===== src/rtl/pulp_cluster_package.sv =====
// Shared core-side data bus types for the cluster peripheral path.
// Also carries the default outstanding-transaction depth.
package pulp_cluster_package;

  localparam int unsigned CorePeriphArbMaxOutstanding = 2;

  typedef struct packed {
    logic        req;
    logic [31:0] add;
    logic        we;
    logic [31:0] data;
    logic [3:0]  be;
  } core_data_req_t;

  typedef struct packed {
    logic        gnt;
    logic [31:0] r_data;
    logic        r_valid;
  } core_data_rsp_t;

endpackage


===== src/rtl/fifo_v3.sv =====
// Small synchronous FIFO holding the ids of granted transactions.
// Synchronous active-high reset; push is ignored when full, pop when empty.
module fifo_v3 #(
  parameter int unsigned DATA_WIDTH = 1,
  parameter int unsigned DEPTH      = 2
) (
  input  logic                  clk_i,
  input  logic                  rst_i,
  output logic                  full_o,
  output logic                  empty_o,
  input  logic [DATA_WIDTH-1:0] data_i,
  input  logic                  push_i,
  output logic [DATA_WIDTH-1:0] data_o,
  input  logic                  pop_i
);

  localparam int unsigned PtrW = (DEPTH > 1) ? $clog2(DEPTH) : 1;
  localparam int unsigned CntW = $clog2(DEPTH + 1);

  logic [DATA_WIDTH-1:0] mem_q [2**PtrW];
  logic [PtrW-1:0]       wr_q, wr_d;
  logic [PtrW-1:0]       rd_q, rd_d;
  logic [CntW-1:0]       cnt_q, cnt_d;
  logic                  do_push, do_pop;

  function automatic logic [PtrW-1:0] inc(
    input logic [PtrW-1:0] p
  );
    return (p == PtrW'(DEPTH - 1)) ? '0 : p + PtrW'(1);
  endfunction

  assign full_o  = (cnt_q == CntW'(DEPTH));
  assign empty_o = (cnt_q == '0);
  assign data_o  = mem_q[rd_q];
  assign do_push = push_i & ~full_o;
  assign do_pop  = pop_i & ~empty_o;

  always_comb begin
    wr_d  = wr_q;
    rd_d  = rd_q;
    cnt_d = cnt_q;
    if (do_push) wr_d = inc(wr_q);
    if (do_pop)  rd_d = inc(rd_q);
    unique case ({do_push, do_pop})
      2'b10:   cnt_d = cnt_q + CntW'(1);
      2'b01:   cnt_d = cnt_q - CntW'(1);
      default: cnt_d = cnt_q;
    endcase
  end

  always_ff @(posedge clk_i) begin
    if (rst_i) begin
      wr_q  <= '0;
      rd_q  <= '0;
      cnt_q <= '0;
    end else begin
      wr_q  <= wr_d;
      rd_q  <= rd_d;
      cnt_q <= cnt_d;
    end
  end

  always_ff @(posedge clk_i) begin
    if (do_push) mem_q[wr_q] <= data_i;
  end

endmodule


===== src/rtl/core_periph_arbiter.sv =====
// Round-robin arbiter funnelling N core data ports onto one peripheral
// port, with request lock until grant and in-order response routing.
module core_periph_arbiter
  import pulp_cluster_package::*;
#(
  parameter int unsigned NumReq         = 8,
  parameter int unsigned MaxOutstanding = CorePeriphArbMaxOutstanding
) (
  input  logic           clk_i,
  input  logic           rst_i,
  input  core_data_req_t req_i [NumReq],
  output core_data_rsp_t rsp_o [NumReq],
  output core_data_req_t slv_req_o,
  input  core_data_rsp_t slv_rsp_i,
  output logic           err_o
);

  localparam int unsigned IdW = $clog2(NumReq);

  logic [IdW-1:0] rr_q, rr_d;
  logic [IdW-1:0] lock_sel_q, lock_sel_d;
  logic           lock_q, lock_d;
  logic [IdW-1:0] sel, idx, head;
  logic           full, empty;
  logic           active, hs, pop;

  // Descending walk so the closest requester to rr_q wins last.
  always_comb begin
    sel = rr_q;
    idx = '0;
    if (lock_q) begin
      sel = lock_sel_q;
    end else begin
      for (int unsigned i = 0; i < NumReq; i++) begin
        idx = IdW'((32'(rr_q) + (NumReq - 1 - i)) % NumReq);
        if (req_i[idx].req) sel = idx;
      end
    end
  end

  assign active = ~rst_i & ~full;

  always_comb begin
    slv_req_o     = req_i[sel];
    slv_req_o.req = req_i[sel].req & active;
    hs            = slv_req_o.req & slv_rsp_i.gnt;
    pop           = slv_rsp_i.r_valid & ~empty & ~rst_i;
    err_o         = slv_rsp_i.r_valid & empty & ~rst_i;
    for (int k = 0; k < NumReq; k++) begin
      rsp_o[k].gnt     = active & slv_rsp_i.gnt & (sel == IdW'(k));
      rsp_o[k].r_data  = slv_rsp_i.r_data;
      rsp_o[k].r_valid = pop & (head == IdW'(k));
    end
  end

  always_comb begin
    rr_d       = rr_q;
    lock_d     = lock_q;
    lock_sel_d = lock_sel_q;
    if (hs) begin
      rr_d   = (sel == IdW'(NumReq - 1)) ? '0 : sel + IdW'(1);
      lock_d = 1'b0;
    end else if (slv_req_o.req) begin
      lock_d     = 1'b1;
      lock_sel_d = sel;
    end
  end

  always_ff @(posedge clk_i) begin
    if (rst_i) begin
      rr_q       <= '0;
      lock_q     <= 1'b0;
      lock_sel_q <= '0;
    end else begin
      rr_q       <= rr_d;
      lock_q     <= lock_d;
      lock_sel_q <= lock_sel_d;
    end
  end

  fifo_v3 #(
    .DATA_WIDTH (IdW),
    .DEPTH      (MaxOutstanding)
  ) i_id_fifo (
    .clk_i   (clk_i),
    .rst_i   (rst_i),
    .full_o  (full),
    .empty_o (empty),
    .data_i  (sel),
    .push_i  (hs),
    .data_o  (head),
    .pop_i   (pop)
  );

endmodule


===== config.mk =====
export PLATFORM = sky130hd
export DESIGN_NAME = core_periph_arbiter
export DESIGN_NICKNAME = d
export VERILOG_FILES = /design/src/rtl/pulp_cluster_package.sv /design/src/rtl/fifo_v3.sv /design/src/rtl/core_periph_arbiter.sv
export SDC_FILE = /design/constraint.sdc
export NUM_CORES = 1
export LEC_CHECK = 0
export ABC_AREA = 1
export ABC_CLOCK_PERIOD_IN_PS = 8700
export BUFFER_PORTS_ARGS = -buffer_cell sky130_fd_sc_hd__clkbuf_2
export CORE_AREA = 4 4 365 367
export DETAILED_ROUTE_END_ITERATION = 8
export DIE_AREA = 0 0 369 371
export MAX_ROUTING_LAYER = met4
export SLEW_MARGIN = 10
export SYNTH_ARGS = -nofsm -noshare
export SYNTH_HDL_FRONTEND = slang
export SYNTH_HIERARCHICAL = 1
export SYNTH_SLANG_ARGS = --single-unit
export TNS_END_PERCENT = 50

===== constraint.sdc =====
create_clock -name clk_i -period 8.7 [get_ports clk_i]
set_input_delay 0.87 -clock clk_i [delete_from_list [all_inputs] [get_ports clk_i]]
set_output_delay 0.87 -clock clk_i [all_outputs]
set_load 0.005 [all_outputs]

==> impl_metrics.tcl, run 1 <==
set metrics [dict create \
    period_share 0.723 \
    drive_gt1_frac 0.338 \
    start_util 0.0682 \
    hold_violations 0 \
    critPathRequiredTime_ns 7.83 \
    htree_levels 1 \
    dieWidth_um 369 \
    ys_types 30 \
    nets 2659 \
    rsz0062_at_grt "no" \
    end_kind "output pin" \
    hpwl_mm 69.6 \
    start_kind "flop" \
    worst-path-buf-inv 6 \
    route.detailed.drc 0 \
    vias 12500 \
    synthAdderAreaFrac 0.0128 \
    clk_pin_slew_ns 0.07 \
    hold_buffers 0 \
    grt_usage 0.113 \
    cp_slowest_cell "inv_8" \
    synth_warnings 6 \
    rr_endpoint "i_id_fifo/cnt_q[1]" \
    regToRegSetupSlack_ns 3.30 \
    synth_area_um2 8820 \
    syn_nets 2362 \
    synth_top_family_by_area "simple AND/OR/NAND/NOR gates" \
    yosysSeqAreaShare 0.0476 \
    final-setup-viol-count 0 \
    postPlaceCellArea_um2 11900 \
    routedWlPerCell_um 20.8 \
    drv_cap 0 \
    synth_xor_area_frac 0.00298 \
    drt_iter0_markers 773 \
    grt_max_degree 174 \
    cp_max_fo 173 \
    relSlewSlack 0.269 \
    multi_input_area_um2 5750 \
    hold_class "flop to flop" \
    antenna_found_initial 50 \
    critPathKind "flop to output pin" \
    post_cts_buffers 0 \
    holdPathStages 2 \
    syn2layout_area_growth_pct 36.6 \
    drv_slew 0 \
    ios 939 \
    core_area_um2 129000 \
    max_stage_delay_ns 0.89 \
    reg2reg_depth 30 \
    regArea_um2 420 \
    firstDrtPassIters 5 \
    min_period_ns 6.29 \
    synth_seq_cells 18 \
    setup_tns_ns 0 \
    fill_cells 15500 \
    portBuffers 650 \
    synthMuxAreaShare 0.00383 \
    skew_ns 0.0117 \
    cp_data_arrival_time_ns 5.42 \
    grt_pass1_wl_mm 103 \
    final_common_cell "nand2_1" \
    antenna_left 0 \
    clockBufferDepth 2 \
    hold_start "i_id_fifo/rd_q" \
    wl_mm 79.7 \
    gp_congestion 0.918 \
    layout_common_cells "nand2_1, clkbuf_2, nand3_1, nor2_1, o21ai_0" \
    path_cells "inv_2, ha_1, inv_1, nand3_1, nand3_2, nand2_2, inv_1, nand2_1, nand2_1, nand2_1, nand2_1, nand2_1, nand2_1, nand2_1, nand2_2, nand2_4, nand2_8, inv_8, buf_12, nand2_1, nand2_1, nor2_1, o21ai_1, clkbuf_2" \
    cts_resized 0 \
    min_to "i_id_fifo/rd_q" \
    fmax_mhz 159 \
    insertion_delay_ns 0.27 \
    dieHeight_um 371 \
    synthSimpleGateAreaFrac 0.544 \
    syn_area_per_cell_um2 5.02 \
    vias_per_cell 3.27 \
    tritoncts "yes" \
    cts.sinks 18 \
    timing.rr.start "rr_q[1]" \
    cp_common_cell "nand2_1" \
    cts_root_buffer "clkbuf_16" \
    num_rows 132 \
    syn_inst 1757 \
    tightest_slew_ns 1.09 \
    status "finished, final reports clean" \
    fin_area_um2 12100 \
    grt_overflow_total 0 \
    synth_compound_gate_area_share 0.0846 \
    cts_buffers 3 \
    die_area_um2 137000 \
    grt_pass1_vias 12000 \
    critical-path-top-delay-family "buffers and inverters" \
]
per-layer routing:
metal	track usage	vias to the layer above	wire length, µm
met5	-	-	0
met1	0.142	5613	34100
met4	0.0160	0	1350
li1	-	5950	-
met2	0.174	892	34800
met3	0.0443	67	9440
kinds of logic after synthesis:
kind of cell | Yosys count
mux | 3
simple gates | 1160
compound gates | 149
fa+ha+maj | 9
flops | 18
buf+inv | 415
xor+xnor | 3
worst reg2reg max path, delay by kind of cell (launching register included):
kind            cells  cell delay, ns
compound gates      1            0.12
flops               1            0.55
buf+inv             7            1.53
fa+ha+maj           2            0.69
simple gates       20            2.44
flip-flops by register name, indices dropped and copies added (netlist names), named ones only:
| register | flops |
|---|---|
| lock_q | 1 |
| i_id_fifo/wr_q | 1 |
| i_id_fifo/mem_q | 6 |
| i_id_fifo/cnt_q | 2 |
| i_id_fifo/rd_q | 1 |
| rr_q | 3 |
| lock_sel_q | 3 |
how the worst max path moves through the flow:
stage / startpoint / end / slack [ns] / depth (start not counted)
after floorplan: rr_q[1] / rsp_o[33] / 4.91 / 26
after global placement: rr_q[1] / slv_req_o[16] / 2.71 / 24
after detailed placement: rr_q[0] / slv_req_o[13] / 2.68 / 24
after CTS: rr_q[1] / slv_req_o[13] / 2.35 / 24
after global routing: rr_q[0] / slv_req_o[16] / 1.94 / 24
final: rr_q[1] / slv_req_o[36] / 2.41 / 24
metrics by stage:
step | worst slack [ns] | cells | hold slack [ns] | utilization
6_report | 2.41 | 3833 | 0.494 | 0.0931
4_1_cts | 2.35 | 3795 | 0.498 | 0.0924
3_5_place_dp | 2.68 | 3791 | 0.484 | 0.0917
3_3_place_gp | 2.71 | 3791 | 0.477 | 0.0917
2_1_floorplan | 4.91 | 1757 | 0.467 | -
5_1_grt | 1.94 | 3823 | 0.534 | 0.0929
final cells by class:
class,count,area share
timing repair buffer,660,0.277
multi-input combinational,1324,0.477
inverter,47,0.0159
clock inverter,1,0.000311
tap,1742,0.181
sequential,18,0.0349
clock buffer,3,0.00623
antenna,38,0.00789
Yosys cell counts (all sizes together):
| cell | instances | area, µm² |
|---|---|---|
| xor2 | 2 | 17.5 |
| xnor2 | 1 | 8.76 |
| dfxtp | 12 | 240 |
| buf | 347 | 2430 |
| o21ai | 140 | 701 |
| a21oi | 8 | 40.0 |
| inv | 46 | 173 |
| nor2 | 108 | 423 |
| mux2 | 3 | 33.8 |
| clkinv | 1 | 3.75 |
| nand4 | 3 | 48.8 |
| clkbuf | 21 | 78.8 |
| nand2 | 786 | 2980 |
| nor3 | 6 | 30.0 |
| nand3 | 255 | 1300 |
| a31oi | 1 | 6.26 |
| edfxtp | 6 | 180 |
| ha | 9 | 113 |
| nand3b | 2 | 15.0 |
Power of run 1 is left out: the tool's default activity adds up to more than one toggle a clock period on the data nets, which glitch-free logic cannot reach.
==> run 2, diff against run 1 <==
ABC_CLOCK_PERIOD_IN_PS = 6600   (was 8700)
clock period = 6.6 ns   (was 8.7 ns; I/O delays follow)
==> run 2 against run 1 <==
Sequential share of layout area hardly changed. Largest cell class unchanged. Global-route usage is 0.17 points lower. Worst setup slack worse by 1.5 ns. Via count is 0.10% higher. Register-to-register slack worse by 1.8 ns.
==> impl_metrics.tcl, run 2 (synthesis results as in run 1) <==
set metrics [dict create \
    status "finished, final reports clean" \
    cp_data_arrival_time_ns 5.04 \
    clk_pin_slew_ns 0.05 \
    routedWlPerCell_um 20.7 \
    clockBufferDepth 2 \
    die_area_um2 137000 \
    drt_iter0_markers 807 \
    drv_cap 0 \
    hold_start "i_id_fifo/rd_q" \
    grt_max_degree 136 \
    reg2reg_depth 28 \
    wl_mm 79.1 \
    regMostFlops "i_id_fifo/mem_q" \
    tightest_slew_ns 0.836 \
    htree_levels 1 \
    route.detailed.drc 0 \
    crit_start "rr_q[0]" \
    vias 12500 \
    dieHeight_um 371 \
    hold_class "flop to flop" \
    layout_common_cells "nand2_1, clkbuf_2, nand3_1, nor2_1, o21ai_0" \
    grt_pass1_vias 11900 \
    grt_usage 0.111 \
    vias_per_cell 3.28 \
    firstDrtPassIters 5 \
    regToRegSetupSlack_ns 1.54 \
    fill_cells 15500 \
    antenna_left 0 \
    core_area_um2 129000 \
    drv_slew 0 \
    rsz0062_at_grt "no" \
    hold_buffers 0 \
    fin_util 0.0936 \
    critPathKind "flop to output pin" \
    num_rows 132 \
    final-setup-viol-count 0 \
    grt_overflow_total 0 \
    setup_tns_ns 0 \
    worst-path-buf-inv 6 \
    timing.rr.start "rr_q[0]" \
    drive_gt1_frac 0.341 \
    hold_violations 0 \
    cp_slowest_cell "o21ai_0" \
    portBuffers 650 \
    ios 939 \
    reg_top3 "i_id_fifo/mem_q (6), lock_sel_q (3), rr_q (3)" \
    holdPathStages 2 \
    post_cts_buffers 0 \
    end_kind "output pin" \
    insertion_delay_ns 0.25 \
    tritoncts "yes" \
    cp_common_cell "nand2_1" \
    rr_endpoint "i_id_fifo/cnt_q[1]" \
    fmax_mhz 176 \
    grt_pass1_wl_mm 101 \
    antenna_found_initial 43 \
    cts.sinks 18 \
    max_stage_delay_ns 0.69 \
    final_common_cell "nand2_1" \
    dp.cells 3802 \
    skew_ns 0.00331 \
    dieWidth_um 369 \
    nets 2670 \
    relSlewSlack 0.437 \
    syn2layout_area_growth_pct 37.3 \
    gp_congestion 0.976 \
    start_kind "flop" \
    largest_reg_flops 6 \
    hold_slack_ns 0.505 \
    path_cells "inv_2, ha_1, inv_1, nand3_1, nand3_1, nand2_2, inv_1, nand2_1, nand2_1, nand2_1, nand2_1, nand2_1, nand2_1, nand2_1, nand2_2, nand2_4, nand2_8, inv_8, buf_12, nand2_1, nand2_1, nor2_1, o21ai_0, clkbuf_2" \
    period_share 0.863 \
    hpwl_mm 70.0 \
    final_cells 3827 \
    start_util 0.0682 \
    cts_root_buffer "clkbuf_16" \
    cts_buffers 3 \
    cp_max_fo 114 \
    critPathRequiredTime_ns 5.94 \
    critical-path-top-delay-family "buffers and inverters" \
    min_period_ns 5.70 \
    cts_resized 0 \
]
-- run 2: cell types whose count changed in the layout (fill, tap and decap cells not counted), sizes merged --
cell,delta
buf,+11
diode,-17
-- run 2: tightest hold or removal path: stages, from the launching register on --
cell	delay, ns
dfxtp_1	0.32
nor2_1	0.06
nor2_1	0.09
-- run 2: how the worst max path moves through the flow --
| stage | to | slack (ns) | cells past startpoint |
|---|---|---|---|
| 4_1_cts | slv_req_o[18] | 0.72 | 24 |
| 3_3_place_gp | slv_req_o[18] | 1.07 | 24 |
| 3_5_place_dp | slv_req_o[18] | 1.0 | 24 |
| 6_report | slv_req_o[18] | 0.90 | 24 |
| 5_1_grt | slv_req_o[18] | 0.44 | 24 |
| 2_1_floorplan | rsp_o[33] | 3.02 | 26 |
-- run 2: stage by stage --
stage,setup slack [ns],area [µm²]
CTS,0.720,12100
floorplan,3.02,8820
finish,0.903,12100
detailed placement,0.998,12000
global route,0.437,12100
global placement,1.07,12000
-- run 2: layer usage --
| layer | up-vias | part of all wire | global-route usage |
|---|---|---|---|
| li1 | 5946 | - | - |
| met5 | - | 0 | - |
| met4 | 0 | 0.021 | 0.0183 |
| met3 | 82 | 0.091 | 0.0349 |
| met1 | 5613 | 0.45 | 0.142 |
| met2 | 894 | 0.44 | 0.173 |
-- run 2: layout make-up --
type / count / area [µm²] / share of cell area
multi-input combinational: 1324 / 5750 / 0.474
tap: 1742 / 2180 / 0.180
inverter: 47 / 191 / 0.0158
timing repair buffer: 671 / 3450 / 0.285
clock inverter: 1 / 3.75 / 0.000310
clock buffer: 3 / 75.1 / 0.00619
antenna: 21 / 52.6 / 0.00434
sequential: 18 / 420 / 0.0347
Power of run 2 is left out for the same reason.
